==> config.mk <==
export PLATFORM = sky130hd
export DESIGN_NAME = code_sink
export DESIGN_NICKNAME = d
export VERILOG_FILES = /design/src/rtl/code_sink.sv
export SDC_FILE = /design/constraint.sdc
export NUM_CORES = 1
export LEC_CHECK = 0
export BUFFER_PORTS_ARGS = -buffer_cell sky130_fd_sc_hd__buf_4
export CORE_UTILIZATION = 45
export CTS_CLUSTER_DIAMETER = 120
export DETAILED_ROUTE_END_ITERATION = 16
export PLACE_DENSITY = 0.71
export SYNTH_ARGS = -nofsm -noshare
export SYNTH_HDL_FRONTEND = slang
export SYNTH_SLANG_ARGS = --single-unit
==> constraint.sdc <==
create_clock -name Clk -period 7.24 [get_ports Clk]
set_input_delay 1.448 -clock Clk [delete_from_list [all_inputs] [get_ports Clk]]
set_output_delay 1.448 -clock Clk [all_outputs]
set_load 0.02 [all_outputs]
==> src/rtl/code_sink.sv <==
// Receiving end of the code generator: captures one of two channel words per
// enabled cycle into a small FIFO with a registered pop port, XOR checksum and word count.
module code_sink #(
  parameter int WIDTH = 64,
  parameter int DEPTH = 8,
  parameter int CNT_W = 32
) (
  input  logic                       Clk,
  input  logic                       Reset,
  input  logic                       En,
  input  logic                       Slt,
  input  logic [WIDTH-1:0]           Input0,
  input  logic [WIDTH-1:0]           Input1,
  input  logic                       Rd,
  output logic [WIDTH-1:0]           Dout,
  output logic                       Dout_valid,
  output logic                       Empty,
  output logic                       Full,
  output logic [$clog2(DEPTH):0]     Count,
  output logic                       Overflow,
  output logic [WIDTH-1:0]           Checksum,
  output logic [CNT_W-1:0]           Accepted
);

  localparam int AW = $clog2(DEPTH);
  localparam logic [AW:0] FULL_CNT = (AW+1)'(DEPTH);

  logic [WIDTH-1:0] mem_q [DEPTH];
  logic [AW-1:0]    wptr_q, wptr_d, rptr_q, rptr_d;
  logic [AW:0]      count_q, count_d;
  logic [WIDTH-1:0] dout_q, dout_d;
  logic             dv_q, dv_d;
  logic             ovf_q, ovf_d;
  logic [WIDTH-1:0] cks_q, cks_d;
  logic [CNT_W-1:0] acc_q, acc_d;

  logic             empty, full, rd_ok, wr;
  logic [WIDTH-1:0] wdata;

  assign empty = (count_q == '0);
  assign full  = (count_q == FULL_CNT);

  always_comb begin
    rd_ok   = Rd & ~empty;
    wr      = En & (~full | rd_ok);
    wdata   = Slt ? Input1 : Input0;
    wptr_d  = wptr_q;
    rptr_d  = rptr_q;
    count_d = count_q;
    dout_d  = dout_q;
    dv_d    = 1'b0;
    ovf_d   = ovf_q;
    cks_d   = cks_q;
    acc_d   = acc_q;

    if (rd_ok) begin
      dout_d = mem_q[rptr_q];
      dv_d   = 1'b1;
      rptr_d = rptr_q + AW'(1);
    end
    if (wr) begin
      wptr_d = wptr_q + AW'(1);
      cks_d  = cks_q ^ wdata;
      acc_d  = acc_q + CNT_W'(1);
    end else if (En) begin
      ovf_d = 1'b1;
    end

    case ({wr, rd_ok})
      2'b10:   count_d = count_q + (AW+1)'(1);
      2'b01:   count_d = count_q - (AW+1)'(1);
      default: count_d = count_q;
    endcase
  end

  always_ff @(posedge Clk) begin
    if (Reset) begin
      wptr_q  <= '0;
      rptr_q  <= '0;
      count_q <= '0;
      dout_q  <= '0;
      dv_q    <= 1'b0;
      ovf_q   <= 1'b0;
      cks_q   <= '0;
      acc_q   <= '0;
    end else begin
      wptr_q  <= wptr_d;
      rptr_q  <= rptr_d;
      count_q <= count_d;
      dout_q  <= dout_d;
      dv_q    <= dv_d;
      ovf_q   <= ovf_d;
      cks_q   <= cks_d;
      acc_q   <= acc_d;
    end
  end

  // When full, read and write hit the same slot; the read sees the old word.
  always_ff @(posedge Clk) begin
    if (wr && !Reset) mem_q[wptr_q] <= wdata;
  end

  assign Dout       = dout_q;
  assign Dout_valid = dv_q;
  assign Empty      = empty;
  assign Full       = full;
  assign Count      = count_q;
  assign Overflow   = ovf_q;
  assign Checksum   = cks_q;
  assign Accepted   = acc_q;

endmodule

==> summary.md, run 1 <==
| Metric | Value |
|---|---|
| Run status | complete, no violations |
| Hold WC Path Type | reg2reg |
| Seq. cell area | 18800 sq um |
| Rows | 89 |
| Finished Layout Cells | 2702 |
| Post-synthesis sequential area ratio | 69.9% |
| # fillers | 4651 |
| Critical path endpoint category | register |
| Most common cell after layout, fill and taps aside | edfxtp_1 |
| Placeable core area | 59000 sq um |
| Library cells used by synthesis | 52 |
| EDFF count, synth | 512 |
| Post-CTS Setup Repair Bufs | 0 |
| # diodes | 0 |
| Hold path startpoint | Overflow$_SDFFE_PP0P_ |
| Drc violations | 0 |
| Largest net degree at the start of global routing | 96 |
| Clock Latency Late Sink | 0.60 ns |
| Chip Width | 247 um |
| Layout Utilization | 54.4% |
| Final ANT Viol Nets | 0 |
| 1st-iter DRT viols | 1596 |
| Final Hold Fails | 0 |
| Clk buf depth | 3 |
| Worst hold path stage count | 2 |
| Initial core utilization | 45.6% |
| CP required | 7.46 ns |
| Layout Area Growth over Synthesis | 19.4% |
| Setup crit start | Rd |
| Max Fanout on Critical Path | 46 |
| Synthesized instance count | 1592 |
| Yosys reg bits | 684 |
| DR pass1 iterations | 7 |
| CTS resizes | 0 |
| CTS tree | done |
| Avg Cell Area, Syn | 16.9 sq um |
| Share of cells above drive strength 1 | 33.1% |
| GRT Util Overall | 21.0% |
| Reg2Reg Launch Point | Count[0]$_SDFFE_PP0P_ |
| Setup Skew | 0.0138 ns |
| Slew at the pin with the worst max-slew slack | 1.10 ns |
| Dpl ws | 2.19 ns |
| Max-cap violations | 0 |
| Slew Limit Fails | 0 |
| Port Buffers | 300 |
| Total power | 10.4 mW |
| Most frequent cells in the layout | 512 x edfxtp_1, 321 x buf_4, 169 x dfxtp_1, 128 x mux4_2, 87 x nor2_1 |
| Dpl hpwl | 37.8 mm |
| CTS root buf | clkbuf_16 |
| H-tree levels | 3 |
| Critical setup path kind | in2reg |
| Ports | 301 |
| P_leak | 10.9 nW |
| Via count | 15400 |
| Ys Warns | 0 |
| Hold Path End | Overflow$_SDFFE_PP0P_ |
| RSZ-0062 raised after global routing | no |
| Async S/R FF share, synth | 0% |
| Setup slack after layout | 2.79 ns |
| Relative slew slack | 26.4% |
| Worst reg2reg setup slack | 3.82 ns |
| Dpl cells | 2578 |
| Arrival @ worst endpoint | 4.67 ns |
| R2R cell count | 5 |
| Hold Buf Count CTS | 0 |
| Number of global-route vias before repair | 15400 |
| Fin crit share | 61.5% |
| Worst VDD drop | 0.204 mV |
| Top FF cell, synth | edfxtp_1 |
| Min cycle time layout | 4.45 ns |
| Grt ovf | 0 |
| Placer congestion estimate | 0.806 |
| Antenna violations before repair | 0 |
| Final #Nets | 2015 |
| Syn_nets | 1731 |
| First-pass GRT wire length | 95.2 mm |
| Worst reg2reg endpoint | Accepted[25]$_SDFFE_PP0P_ |
| Routed WL | 63.3 mm |
| Mapped Area | 26900 sq um |
| TritonCTS Buffers | 69 |
| P per Cell Area | 323 nW/um^2 |
| Footprint of the multi-input gates | 7660 sq um |
| CP Launch Type | input port |
| Die area | 60800 sq um |
| DR WL/cell | 23.4 um |
| Vias per cell | 5.70 |
| Final Setup Violations | 0 |
| Fmax | 0.225 GHz |
| Clock Pin Slew Worst Setup and Hold Paths | 0.06 ns |
| Die Height | 247 um |
| Sink Count | 684 |
[logic make-up (layout without fill, tap and decap cells)]
kind of cell	Yosys count	count (layout)	synth area share (%)
xor gates and xnor gates	75	75	2.44
and+or+nand+nor	192	192	3.54
muxes	264	264	16.1
buffers and inverters	119	456	1.87
adders and majority gates	6	6	0.307
DFF	684	684	69.9
AOI/OAI and AO/OA	252	252	5.77
[metal layers]
metal	track usage (%)	vias to the layer above	routed length [um]
met5	0	-	0
met4	6.63	0	1300
met3	4.35	87	5220
met2	33.1	621	30100
met1	29.3	7858	26700
li1	-	6843	-
[worst max-delay path by stage]
stage                     slack (ns)                     end  cells past startpoint
after floorplan                -0.02   mem_q[0][0]$_DFFE_PP_                      4
after global placement          2.34  mem_q[7][12]$_DFFE_PP_                      6
after detailed placement        2.19  mem_q[5][51]$_DFFE_PP_                      6
after CTS                       2.80  mem_q[5][58]$_DFFE_PP_                      6
after global routing            2.65  mem_q[5][49]$_DFFE_PP_                      6
final                           2.79  mem_q[5][58]$_DFFE_PP_                      6
[where the power goes]
part           switching [mW]  internal [mW]
clock                    1.42           2.04
sequential              0.250           4.50
combinational            1.16          0.998
total                    2.83           7.54
[worst max-delay path, cell delays in order]
cell	delay [ns]
buf_4	0.42
buf_4	0.61
o21ai_0	0.28
or3_1	0.55
nor2_4	0.57
buf_4	0.72
[registers in the layout (all words and copies together) (netlist names)]
name        cells
Checksum       64
mem_q         512
rptr_q          3
Accepted       32
Overflow        1
Dout           64
wptr_q          3
Count           4
Dout_valid      1
[metrics by stage]
stage               hold WS, ns  cell area, sq um  setup TNS [ns]
finish                    0.498             32100               0
global route              0.535             32100               0
CTS                       0.503             32100               0
detailed placement        0.489             29900               0
global placement          0.482             29900               0
floorplan                 0.462             26900           -1.34
[cells in the mapped netlist (2+ instances only)]
cell	n	share of area (%)
mux2_2	70	2.9
buf_2	28	0.52
ha_1	5	0.23
xnor2_1	4	0.13
edfxtp_1	512	57
nor3b_1	4	0.11
o31ai_1	7	0.20
or4_1	7	0.20
mux4_2	128	11
nor2_1	89	1.2
inv_1	10	0.14
buf_1	15	0.21
nor2b_1	8	0.19
and2_1	4	0.093
nor3_1	3	0.056
xor2_1	71	2.3
a21oi_1	83	1.5
o41ai_1	2	0.065
and4_1	8	0.26
o21ai_0	73	1.4
or2_2	2	0.046
clkbuf_1	62	0.86
mux2_4	2	0.11
mux2i_1	64	2.4
buf_6	2	0.084
o311ai_0	2	0.065
and3_1	8	0.19
o211ai_1	68	1.9
nor4_1	9	0.21
a21o_1	2	0.056
or3_1	9	0.21
nand3_1	12	0.22
dfxtp_1	172	13
o21a_1	2	0.056
nand4_1	10	0.23
buf_4	2	0.056
nand2_1	18	0.25
[area by class of cell]
type	count	share of cell area [%]
sequential	684	58.6
multi-input combinational	789	23.9
timing repair buffer	322	7.56
clock buffer	100	6.16
tap	773	3.01
clock inverter	24	0.674
inverter	10	0.117
(Power assumes the default switching activity.)
==> run 2, diff against run 1 <==
Clock period 7.24 ns to 3.8 ns, I/O delays scaled along.
==> summary.md, run 2 (synthesis results as in run 1) <==
| Metric | Value |
|---|---|
| Worst VDD drop | 0.365 mV |
| Post-route cell area | 32400 sq um |
| CTS resizes | 0 |
| RSZ-0062 raised after global routing | no |
| Die Height | 247 um |
| Worst hold path stage count | 2 |
| Slew at the pin with the worst max-slew slack | 0.976 ns |
| DR WL/cell | 22.8 um |
| Most frequent cells in the layout | 512 x edfxtp_1, 323 x buf_4, 169 x dfxtp_1, 128 x mux4_2, 87 x nor2_1 |
| # fillers | 4619 |
| Routed WL | 62.0 mm |
| Largest Register | mem_q |
| Chip Width | 247 um |
| Critical path endpoint category | register |
| Dpl ws | 0.681 ns |
| Clock Pin Slew Worst Setup and Hold Paths | 0.06 ns |
| Setup Skew | 0.0159 ns |
| Dpl hpwl | 37.7 mm |
| Total power | 19.9 mW |
| Clock Latency Late Sink | 0.59 ns |
| Hold Buf Count CTS | 0 |
| Post-CTS Setup Repair Bufs | 0 |
| H-tree levels | 3 |
| Dpl cells | 2588 |
| Setup slack after layout | 0.701 ns |
| First-pass GRT wire length | 93.5 mm |
| CP required | 4.31 ns |
| CTS tree | done |
| Rows | 89 |
| Critical setup path kind | reg2reg |
| Run status | complete, no violations |
| Initial core utilization | 45.6% |
| Footprint of the multi-input gates | 7670 sq um |
| Max-cap violations | 0 |
| Final #Nets | 2026 |
| CTS root buf | clkbuf_16 |
| Sink Count | 684 |
| Setup_tns | 0 ns |
| Final Setup Violations | 0 |
| Placeable core area | 59000 sq um |
| Clk buf depth | 3 |
| Die area | 60800 sq um |
| DR pass1 iterations | 7 |
| 1st-iter DRT viols | 1414 |
| Drc violations | 0 |
| Slew Limit Fails | 0 |
| Hold WC Path Type | reg2reg |
| Max reg flops | 512 |
| Finished Layout Cells | 2718 |
| TritonCTS Buffers | 70 |
| Layout Area Growth over Synthesis | 20.3% |
| Port Buffers | 300 |
| Fmax | 0.323 GHz |
| Final Hold Fails | 0 |
| P per Cell Area | 615 nW/um^2 |
| Number of global-route vias before repair | 15400 |
| Ports | 301 |
| CP Launch Type | register |
| Placed instance area | 30100 sq um |
| Max Fanout on Critical Path | 42 |
| # diodes | 0 |
| Largest net degree at the start of global routing | 84 |
| Share of cells above drive strength 1 | 33.5% |
| Arrival @ worst endpoint | 3.61 ns |
| Final ANT Viol Nets | 0 |
| Layout Utilization | 54.8% |
| GRT Util Overall | 20.6% |
| Fin crit share | 81.5% |
| Relative slew slack | 34.9% |
| Min cycle time layout | 3.10 ns |
| Placer congestion estimate | 0.797 |
| Via count | 15300 |
| Most common cell after layout, fill and taps aside | edfxtp_1 |
| Seq. cell area | 18800 sq um |
| Vias per cell | 5.63 |
| Worst hold slack | 0.481 ns |
| R2R cell count | 5 |
| Grt ovf | 0 |
| Antenna violations before repair | 1 |
| P_leak | 11.0 nW |
[run 2: changes by cell type in the layout (fill, tap and decap cells not counted), sizes merged]
cell,previous run,this run
inv,11,17
clkinvlp,1,3
clkinv,18,22
buf,322,332
clkbuf,100,93
bufinv,4,5
[run 2: power breakdown]
| part | internal (mW) | leakage (nW) | switching [mW] | total [mW] |
|---|---|---|---|---|
| Clock | 3.93 | 1.10 | 2.76 | 6.69 |
| Sequential | 8.57 | 6.04 | 0.419 | 8.99 |
| Combinational | 1.96 | 3.88 | 2.26 | 4.22 |
| Total | 14.5 | 11.0 | 5.44 | 19.9 |
[run 2: worst paths after layout]
kind / start / to / slack (ns)
worst max-delay path: Count[0]$_SDFFE_PP0P_ / Accepted[23]$_SDFFE_PP0P_ / 0.70
worst min-delay path: Overflow$_SDFFE_PP0P_ / Overflow$_SDFFE_PP0P_ / 0.48
worst max register to register: Count[0]$_SDFFE_PP0P_ / Accepted[23]$_SDFFE_PP0P_ / 0.70
worst min register to register: Overflow$_SDFFE_PP0P_ / Overflow$_SDFFE_PP0P_ / 0.48
[run 2: per-layer routing]
layer  vias up  share of wire [%]  wire length (um)  GRT usage [%]
met5         -                  0                 0              0
met4         0                1.6               962           5.28
met3        68                7.4              4610           4.23
met2       506                 49             30300           33.5
met1      7824                 42             26200           28.2
li1       6901                  -                 -              -
[run 2: layout make-up]
class	count	area share (%)
clock buffer	93	5.94
clock inverter	37	1.02
inverter	10	0.116
multi-input combinational	789	23.7
sequential	684	58.2
tap	773	2.99
timing repair buffer	332	8.05
[run 2: worst max-delay path: stages, from the launching register on]
cell and delay [ns]:
dfxtp_1 0.49, or4b_4 0.53, buf_4 0.58, o2111ai_2 0.55
or4_1 0.68, a21oi_1 0.15
